### src/rtl/y_pack_buffer.sv
// rtl/y_pack_buffer.sv - packs ALU result bytes into 32-bit words and drains them through a small FIFO
module y_pack_buffer #(
    parameter int RES_W          = 8,
    parameter int FIFO_DEPTH     = 4,
    parameter int ROW_WORDS      = 8,
    parameter int APB_ADDR_WIDTH = 13
) (
    input  logic                      clk,
    input  logic                      rst,
    input  logic                      start,
    input  logic [APB_ADDR_WIDTH-1:0] base_addr,
    input  logic                      alu_valid,
    input  logic [RES_W-1:0]          alu_res,
    output logic                      alu_ready,
    input  logic                      flush,
    output logic                      out_valid,
    input  logic                      out_ready,
    output logic [4*RES_W-1:0]        out_data,
    output logic [APB_ADDR_WIDTH-1:0] out_addr,
    output logic                      row_done,
    output logic                      busy
);
    localparam int WORD_W = 4 * RES_W;
    localparam int PTR_W  = $clog2(FIFO_DEPTH);
    localparam int ROW_W  = (ROW_WORDS > 1) ? $clog2(ROW_WORDS) : 1;

    logic [1:0]                byte_cnt_q, byte_cnt_d;
    logic [WORD_W-1:0]         pack_q, pack_d;
    logic [WORD_W-1:0]         mem_q [FIFO_DEPTH];
    logic [WORD_W-1:0]         mem_d [FIFO_DEPTH];
    logic [PTR_W-1:0]          wr_ptr_q, wr_ptr_d, rd_ptr_q, rd_ptr_d;
    logic [PTR_W:0]            count_q, count_d;
    logic [APB_ADDR_WIDTH-1:0] addr_q, addr_d;
    logic [ROW_W-1:0]          row_cnt_q, row_cnt_d;
    logic                      row_done_q, row_done_d;
    logic                      flush_pend_q, flush_pend_d;

    logic              fifo_full, fifo_empty, pop, accept, push;
    logic [2:0]        eff_cnt;
    logic [WORD_W-1:0] byte_word, eff_word;

    assign fifo_full  = (count_q == (PTR_W+1)'(FIFO_DEPTH));
    assign fifo_empty = (count_q == '0);
    assign pop        = !fifo_empty && out_ready;
    // A completing byte needs a free FIFO slot; a pending flush owns the packer.
    assign alu_ready  = !flush_pend_q && !(byte_cnt_q == 2'd3 && fifo_full && !pop);
    assign accept     = alu_valid && alu_ready;

    assign out_valid = !fifo_empty;
    assign out_data  = mem_q[rd_ptr_q];
    assign out_addr  = addr_q;
    assign row_done  = row_done_q;
    assign busy      = (byte_cnt_q != 2'd0) || !fifo_empty || flush_pend_q;

    always_comb begin
        byte_word = pack_q;
        for (int i = 0; i < 4; i++) begin
            if (byte_cnt_q == 2'(i)) byte_word[i*RES_W +: RES_W] = alu_res;
        end
        eff_cnt  = {1'b0, byte_cnt_q} + (accept ? 3'd1 : 3'd0);
        eff_word = accept ? byte_word : pack_q;

        push         = 1'b0;
        pack_d       = eff_word;
        byte_cnt_d   = eff_cnt[1:0];
        flush_pend_d = 1'b0;
        if (eff_cnt == 3'd4) begin
            push       = 1'b1;
            pack_d     = '0;
            byte_cnt_d = 2'd0;
        end else if ((flush || flush_pend_q) && eff_cnt != 3'd0) begin
            if (!fifo_full || pop) begin
                push       = 1'b1;
                pack_d     = '0;
                byte_cnt_d = 2'd0;
            end else begin
                flush_pend_d = 1'b1;
            end
        end
        if (start) begin
            push         = 1'b0;
            pack_d       = '0;
            byte_cnt_d   = 2'd0;
            flush_pend_d = 1'b0;
        end

        mem_d    = mem_q;
        wr_ptr_d = wr_ptr_q;
        rd_ptr_d = rd_ptr_q;
        if (push) begin
            mem_d[wr_ptr_q] = eff_word;
            wr_ptr_d        = wr_ptr_q + PTR_W'(1);
        end
        if (pop) rd_ptr_d = rd_ptr_q + PTR_W'(1);
        case ({push, pop})
            2'b10:   count_d = count_q + (PTR_W+1)'(1);
            2'b01:   count_d = count_q - (PTR_W+1)'(1);
            default: count_d = count_q;
        endcase

        addr_d     = addr_q;
        row_cnt_d  = row_cnt_q;
        row_done_d = 1'b0;
        if (pop) begin
            addr_d = addr_q + APB_ADDR_WIDTH'(4);
            if (row_cnt_q == ROW_W'(ROW_WORDS - 1)) begin
                row_cnt_d  = '0;
                row_done_d = 1'b1;
            end else begin
                row_cnt_d = row_cnt_q + ROW_W'(1);
            end
        end
        if (start) begin
            addr_d    = base_addr;
            row_cnt_d = '0;
        end
    end

    always_ff @(posedge clk) begin
        if (rst) begin
            byte_cnt_q   <= '0;
            pack_q       <= '0;
            for (int i = 0; i < FIFO_DEPTH; i++) mem_q[i] <= '0;
            wr_ptr_q     <= '0;
            rd_ptr_q     <= '0;
            count_q      <= '0;
            addr_q       <= '0;
            row_cnt_q    <= '0;
            row_done_q   <= 1'b0;
            flush_pend_q <= 1'b0;
        end else begin
            byte_cnt_q   <= byte_cnt_d;
            pack_q       <= pack_d;
            mem_q        <= mem_d;
            wr_ptr_q     <= wr_ptr_d;
            rd_ptr_q     <= rd_ptr_d;
            count_q      <= count_d;
            addr_q       <= addr_d;
            row_cnt_q    <= row_cnt_d;
            row_done_q   <= row_done_d;
            flush_pend_q <= flush_pend_d;
        end
    end
endmodule
### config.mk
export PLATFORM = sky130hd
export DESIGN_NAME = y_pack_buffer
export DESIGN_NICKNAME = d
export VERILOG_FILES = /design/src/rtl/y_pack_buffer.sv
export SDC_FILE = /design/constraint.sdc
export NUM_CORES = 1
export LEC_CHECK = 0
export BUFFER_PORTS_ARGS = -buffer_cell sky130_fd_sc_hd__buf_2
export CAP_MARGIN = 5
export CORE_MARGIN = 3
export CORE_UTILIZATION = 40
export DETAILED_ROUTE_END_ITERATION = 7
export PLACE_DENSITY = 0.61
export SLEW_MARGIN = 0
export SYNTH_ARGS = -nofsm -noshare
export SYNTH_HDL_FRONTEND = slang
export SYNTH_SLANG_ARGS = --single-unit
### constraint.sdc
create_clock -name clk -period 3.9 [get_ports clk]
set_input_delay 0.39 -clock clk [delete_from_list [all_inputs] [get_ports clk]]
set_output_delay 0.39 -clock clk [all_outputs]
set_load 0.05 [all_outputs]
-- Yosys cells after proc, flatten, opt, wreduce, memory -nomap -nowiden
Index checks and enable logic that the tools add are counted.
- bits in registers: 187
- latch bits: 0
- memory bits (writable): 0
- ROM bits: 0
- input port bits: 27
- output and inout bits: 49
- logic and storage cells: 87
- memories kept: 0
- add/subtract/negate cells: 7
- multiply operators: 0
- divide/modulo/power cells: 0
- order comparisons: 3
- equality and inequality tests: 8
- shifts and indexed selects: 0
- multiplexer cells: 26
- bitwise logic cells: 4
- reductions and logical operators: 26
- operator list (kind ; count):
    32-bit 2-to-1 mux ; 6
    128-bit bitwise mux ; 1
    32-bit binary-select mux with 2-bit select ; 1
    32-bit demux with 2-bit select ; 1
    8-bit 2-to-1 mux ; 4
    13-bit 2-to-1 mux ; 2
    13-bit by 3-bit adder with 13-bit output (second input constant) ; 1
    3-bit equality test (second input constant) ; 3
    1-bit logical AND ; 7
    1-bit 2-to-1 mux ; 7
    3-bit by 1-bit adder with 3-bit output (second input constant) ; 2
    2-bit equality test (second input constant) ; 3
    3-bit >= comparator (second input constant) ; 2
    2-bit inverter with 3-bit output ; 2
    3-bit one-hot mux with 2 select lines ; 1
    2-bit nonzero test ; 3
    1-bit logical NOT ; 5
    2-bit by 1-bit adder with 2-bit output (second input constant) ; 2
    2-bit by 1-bit equality test with 1-bit output (second input constant) ; 2
    1-bit logical OR ; 4
    2-bit 2-to-1 mux ; 2
    2-bit OR reduction ; 2
    4-bit OR reduction ; 1
    2-bit by 1-bit adder with 3-bit output ; 1
    other kinds (8) ; 9

-- Depth between registers and ports, before layout
- word-level depth: 17
- depth in mapped cells: 18
- gate-level depth less buffers: 15

-- Worst setup path after synthesis
No wires, ideal clock.
- kind: reg-to-reg
- start point: register count_q[1]
- end point: register count_q[2]
- setup time: 0.070 ns
- arrival: 3.985 ns
- required time: 3.830 ns
- slack: -0.155 ns
- cell stages (with the launch flop): 18
- path buffers: 2
- clock period less this slack: 4.055 ns
- path through: dfxtp_1 -> clkbuf_1 -> nor4b_4 -> a31oi_1 -> and2_1 -> ha_1 -> ha_1 -> o22ai_1 -> o21a_1 -> buf_6 -> nor2_1 -> inv_1 -> ha_1 -> inv_1 -> fa_1 -> xor2_1 -> or3_1 -> a21oi_1
- cells in the longest elaborated chain, start to end: 17
- elaborated cells on any way between the ends: 27
- those cells by class: add/sub: 3; eq/ne: 4; mux: 6; reduce/logical: 14
- RTL lines (item ; line ; RTL):
    from (decl) ; 32 ; logic [PTR_W:0] count_q, count_d;
    from (signal assigned) ; 137 ; count_q <= count_d;
    3-bit logical NOT ; 43 ; assign fifo_empty = (count_q == '0);
    1-bit logical NOT ; 44 ; assign pop = !fifo_empty && out_ready;
    1-bit logical AND ; 44 ;
    1-bit logical NOT ; 46 ; assign alu_ready = !flush_pend_q && !(byte_cnt_q == 2'd3 && fifo_full && !pop);
    1-bit logical AND (*) ; 46 ;
    1-bit logical NOT (*) ; 46 ;
    1-bit logical AND (*) ; 46 ;
    named net alu_ready ; 14 ; output logic alu_ready,
    (+2 left out) ; n/a ;
    2-bit by 1-bit adder with 3-bit output (*) ; 60 ; eff_cnt = {1'b0, byte_cnt_q} + (accept ? 3'd1 : 3'd0);
    3-bit nonzero test ; 71 ; end else if ((flush || flush_pend_q) && eff_cnt != 3'd0) begin
    1-bit logical AND ; 71 ;
    1-bit 2-to-1 mux ; 71 ;
    1-bit 2-to-1 mux (*) ; 67 ; if (eff_cnt == 3'd4) begin
    1-bit 2-to-1 mux (*) ; 80 ; if (start) begin
    2-bit by 1-bit equality test with 1-bit output or 2-bit equality test (tied branches) ; 95 ; case ({push, pop})
    3-bit one-hot mux with 2 select lines or 2-bit nonzero test (tied branches) ; n/a ;
The timed path passes the listed nets; every way through them passes the cells marked *.
A chain may end at the register's enable or synchronous reset.

-- Final worst setup path
- start point: register count_q[0]
- end point: register count_q[2]
- cells in the longest elaborated chain, start to end: 17
- elaborated cells on any way between the ends: 27
- those cells by class: add/sub: 3; eq/ne: 4; mux: 6; reduce/logical: 14
- RTL lines (item ; line ; RTL):
    3-bit logical NOT ; 43 ;
    1-bit logical NOT ; 44 ;
    1-bit logical AND ; 44 ;
    1-bit logical NOT ; 46 ;
    1-bit logical AND ; 46 ;
    1-bit logical NOT ; 46 ;
    1-bit logical AND ; 46 ;
    1-bit logical AND ; 47 ; assign accept = alu_valid && alu_ready;
    1-bit 2-to-1 mux ; 60 ;
    2-bit by 1-bit adder with 3-bit output ; 60 ;
    3-bit nonzero test ; 71 ;
    1-bit logical AND ; 71 ;
    1-bit 2-to-1 mux ; 71 ;
    1-bit 2-to-1 mux ; 67 ;
    1-bit 2-to-1 mux ; 80 ;
    2-bit by 1-bit equality test with 1-bit output or 2-bit equality test (tied branches) ; 95 ;
    3-bit one-hot mux with 2 select lines or 2-bit nonzero test (tied branches) ; n/a ;
Parallel ways exist; a longest one is shown, timed or not.

==> results by group <==
Run status
  • Status: completed

CTS
  • Deepest clock path buffer count: 2
  • TritonCTS clock tree: done
  • Post-CTS sizing: 0
  • Worst-Skew Late Latency: 0.43 ns
  • Clk slew on worst S/H paths: 0.07 ns
  • Post-CTS repair timing setup buffer count: 0
  • Hold buffers post-CTS: 0
  • Clock sinks: 187
  • CTS root buf: clkbuf_16
  • Max H-tree Level: 4
  • CTS Buf Count: 17

Pwr
  • Worst IR Drop VDD: 0.277 mV
  • Power Density: 469 nW/um2
  • Static Leakage: 4.01 nW

STA
  • Setup_tns: 0 ns
  • Fmax: between 200 and 300 MHz
  • Final hold vios: 0
  • Setup slack after layout: between 0.4 and 0.5 ns
  • Layout Skew: 0.0142 ns
  • Setup-failing EPs final: 0
  • RSZ-0062 raised after global routing: no
  • Hold slack: 0.188 ns
  • Worst Tran Pin Value: 1.03 ns
  • Max-slew violations: 0
  • Final min period: 3.42 ns
  • Worst slew margin: 30.6%
  • Final Cycle Share: 87.6%

Routing
  • Routed wire per std cell: 17.2 um
  • DR iter-0 viols: 241
  • Pre-antenna DRT Iters: 4
  • Routed wire length: 18.9 mm
  • ANT nets after route: 0
  • Vias: 5656
  • Vias per cell: 5.13
  • Post-route DRC violation count: 0

Die
  • Row count: 51
  • Core box area: 19900 um2
  • Area of the die: 22400 um2
  • Die X: 150 um
  • Starting Density: 41.5%
  • Ports: 76
  • Chip Height: 150 um

Finish
  • Number of fill cells: roughly 1.9k
  • Ant. Diodes: 0
  • Area added between synthesis and finish: 16.3%
  • Design area: 9620 um2
  • Finished Layout Cells: around 1.1k
  • Fin nets: roughly 860
  • Layout cell share with drive strength beyond 1: 24.3%

Synth
  • Netlist Area Pre-Place: 8270 um2
  • Synth Register Bits: between 150 and 200
  • Sequential share of the synthesized area: 45.3%
  • Yosys cell types: 48
  • Synthesized instance count: between 700 and 800
  • Syn avg cell area: around 11 um2
  • Synthesized Nets: 797
  • Yosys warning count: 0

Global routing
  • Largest net degree at the start of global routing: 96
  • Initial antenna violation count: 0
  • Vias in the first global route: 5709
  • First-pass GRT wire length: 30.9 mm
  • Total GRT Usage: between 10% and 20%
  • Grt ovf: 0

Critical path
  • Buf+Inv Stages, Crit Path: 2
  • Crit path required time: 4.26 ns
  • Cells on worst reg2reg path: 15
  • Worst setup SP type: flop
  • Crit path capture type: flop
  • Worst setup path class: reg -> reg
  • Slowest stage delay, CP: approximately 0.47 ns
  • CP cell instances: nor4b_4 > a31oi_2 > and2_1 > ha_1 > ha_1 > or3b_1 > o21a_1 > nor2_1 > inv_1 > ha_1 > inv_1 > fa_1 > xor2_1 > or3_1 > a21oi_1
  • R2R Path End: count_q[2]$_SDFFE_PP0P_
  • Reg-to-reg startpoint: count_q[0]$_SDFFE_PP0P_
  • Slowest cell on the critical path: nor4b_4
  • R2R setup slack: 0.48 ns
  • Data arrival time of the critical path: 3.78 ns
  • Most used cell, CP: ha_1
  • Top Family by Delay on Critical Path: simple AND/OR/NAND/NOR gates
  • Worst-path maximum fanout: 7

Placement
  • Gpl congestion: about 0.77
  • Post-DP HPWL: 12.2 mm
  • IO Port Bufs: 75
  • Place WS: 0.450 ns
  • Placed cell area: 8970 um2
  • Placed Cells: around 1.1k

Worst hold path
  • Worst hold endpoint: out_addr[1]$_SDFFE_PP0P_
  • Hold Path Class: in -> reg
  • Hold depth: 3
  • Startpoint of the worst hold path: base_addr[1]

Flow run
  • Max Cap Violations: 0
## registers in the layout, indices dropped and copies added, names as in the netlist
signal,count
mem_q,128
pack_q,32
out_addr,13
count_q,3
row_cnt_q,3
byte_cnt_q,2
rd_ptr_q,2
wr_ptr_q,2
flush_pend_q,1
row_done,1
## layer usage
| metal | GRT usage (%) | part of all wire (%) |
|---|---|---|
| met1 | 24.4 | 49 |
| met2 | 27.7 | 46 |
| met3 | 4.09 | 4.0 |
| met4 | 4.07 | 0.82 |
| met5 | 0 | 0 |
## cells in the final DEF (no fill, tap or decap), types with 10 or more instances in the layout
master	synthesis	final
dfxtp_1	187	185
buf_2	13	74
o31ai_1	32	32
ha_1	10	10
clkbuf_16	0	17
mux2_2	28	28
a21oi_1	42	42
nor2_1	79	78
mux4_2	32	32
mux2_1	68	68
mux2i_1	34	34
nand2_1	15	15
buf_4	9	21
nor2b_1	97	97
## worst max path at each step
stage | slack, ns | cells past startpoint | endpoint | from
detailed placement | 0.45 | 16 | count_q[2]$_SDFFE_PP0P_ | out_ready
global route | 0.17 | 15 | count_q[2]$_SDFFE_PP0P_ | count_q[0]$_SDFFE_PP0P_
finish | 0.48 | 15 | count_q[2]$_SDFFE_PP0P_ | count_q[0]$_SDFFE_PP0P_
CTS | 0.49 | 15 | count_q[2]$_SDFFE_PP0P_ | count_q[0]$_SDFFE_PP0P_
global placement | 0.50 | 16 | count_q[2]$_SDFFE_PP0P_ | out_ready
floorplan | 0.06 | 17 | count_q[2]$_SDFFE_PP0P_ | count_q[1]$_SDFFE_PP0P_
## tightest hold or removal path: stages
cell and delay (ns):
buf_2 0.07, mux2i_1 0.05, nor2_1 0.07
## cell families (layout without fill, tap and decap cells)
logic type,Yosys count,in the layout,synth area share (%)
adder cells (fa/ha/maj),11,11,1.76
AO/OA/AOI/OAI,93,93,7.07
multiplexers,162,162,25.9
flip-flops,187,187,45.3
XOR/XNOR,13,13,1.38
buffers and inverters,62,141,3.51
AND/OR/NAND/NOR,231,231,15.1
## through the flow
step | utilization [%] | power (W)
finish | 48.3 | 0.00451
global route | 48.3 | 0.00468
CTS | 48.3 | 0.00457
detailed placement | 45.1 | 0.00270
global placement | 45.1 | 0.00269
floorplan | - | 0.00253
## synth_stat cells, drive strengths merged
library cell  count  area share, %
dfxtp           187             45
nor2b            97            7.3
mux2             96             13
nor2             82            3.9
a21oi            42            2.5
mux2i            34            4.1
o31ai            33            3.1
mux4             32            8.7
buf              28            2.0
clkbuf           23            1.0
nand2            15           0.68
ha               10            1.5
inv              10           0.45
nor3              8           0.48
xnor2             8           0.85
a211oi            6           0.54
o21ai             6           0.36
xor2              5           0.53
nand2b            4           0.30
nand4             4           0.38
or3               4           0.30
and3              3           0.23
nor4              3           0.23
a311oi            2           0.21
nand3             2           0.12
nor4b             2           0.39
nor4bb            2           0.24
a31oi             1          0.076
and2              1          0.076
clkinv            1          0.045
fa                1           0.24
nand3b            1          0.091
o21a              1          0.091
o22ai             1          0.076
o311ai            1           0.11
or3b              1           0.11
or4               1          0.091
or4b              1           0.12
## layout make-up
type	instances	area (um2)	area share, %
inverters	11	41.3	0.429
multi-input cells	510	4260	44.3
repair buffers	98	588	6.12
clock buffers	17	425	4.42
flip-flops and latches	187	3750	39.0
clock inverters	15	220	2.29
well taps	265	332	3.45
## report_power, final
part / internal (W) / switching (W) / total [W]
clock: 0.00109 / 0.000774 / 0.00186
combinational: 0.000210 / 0.000397 / 0.000606
sequential: 0.00195 / 0.0000893 / 0.00204
Note: power is estimated with default switching activity, not from simulation.
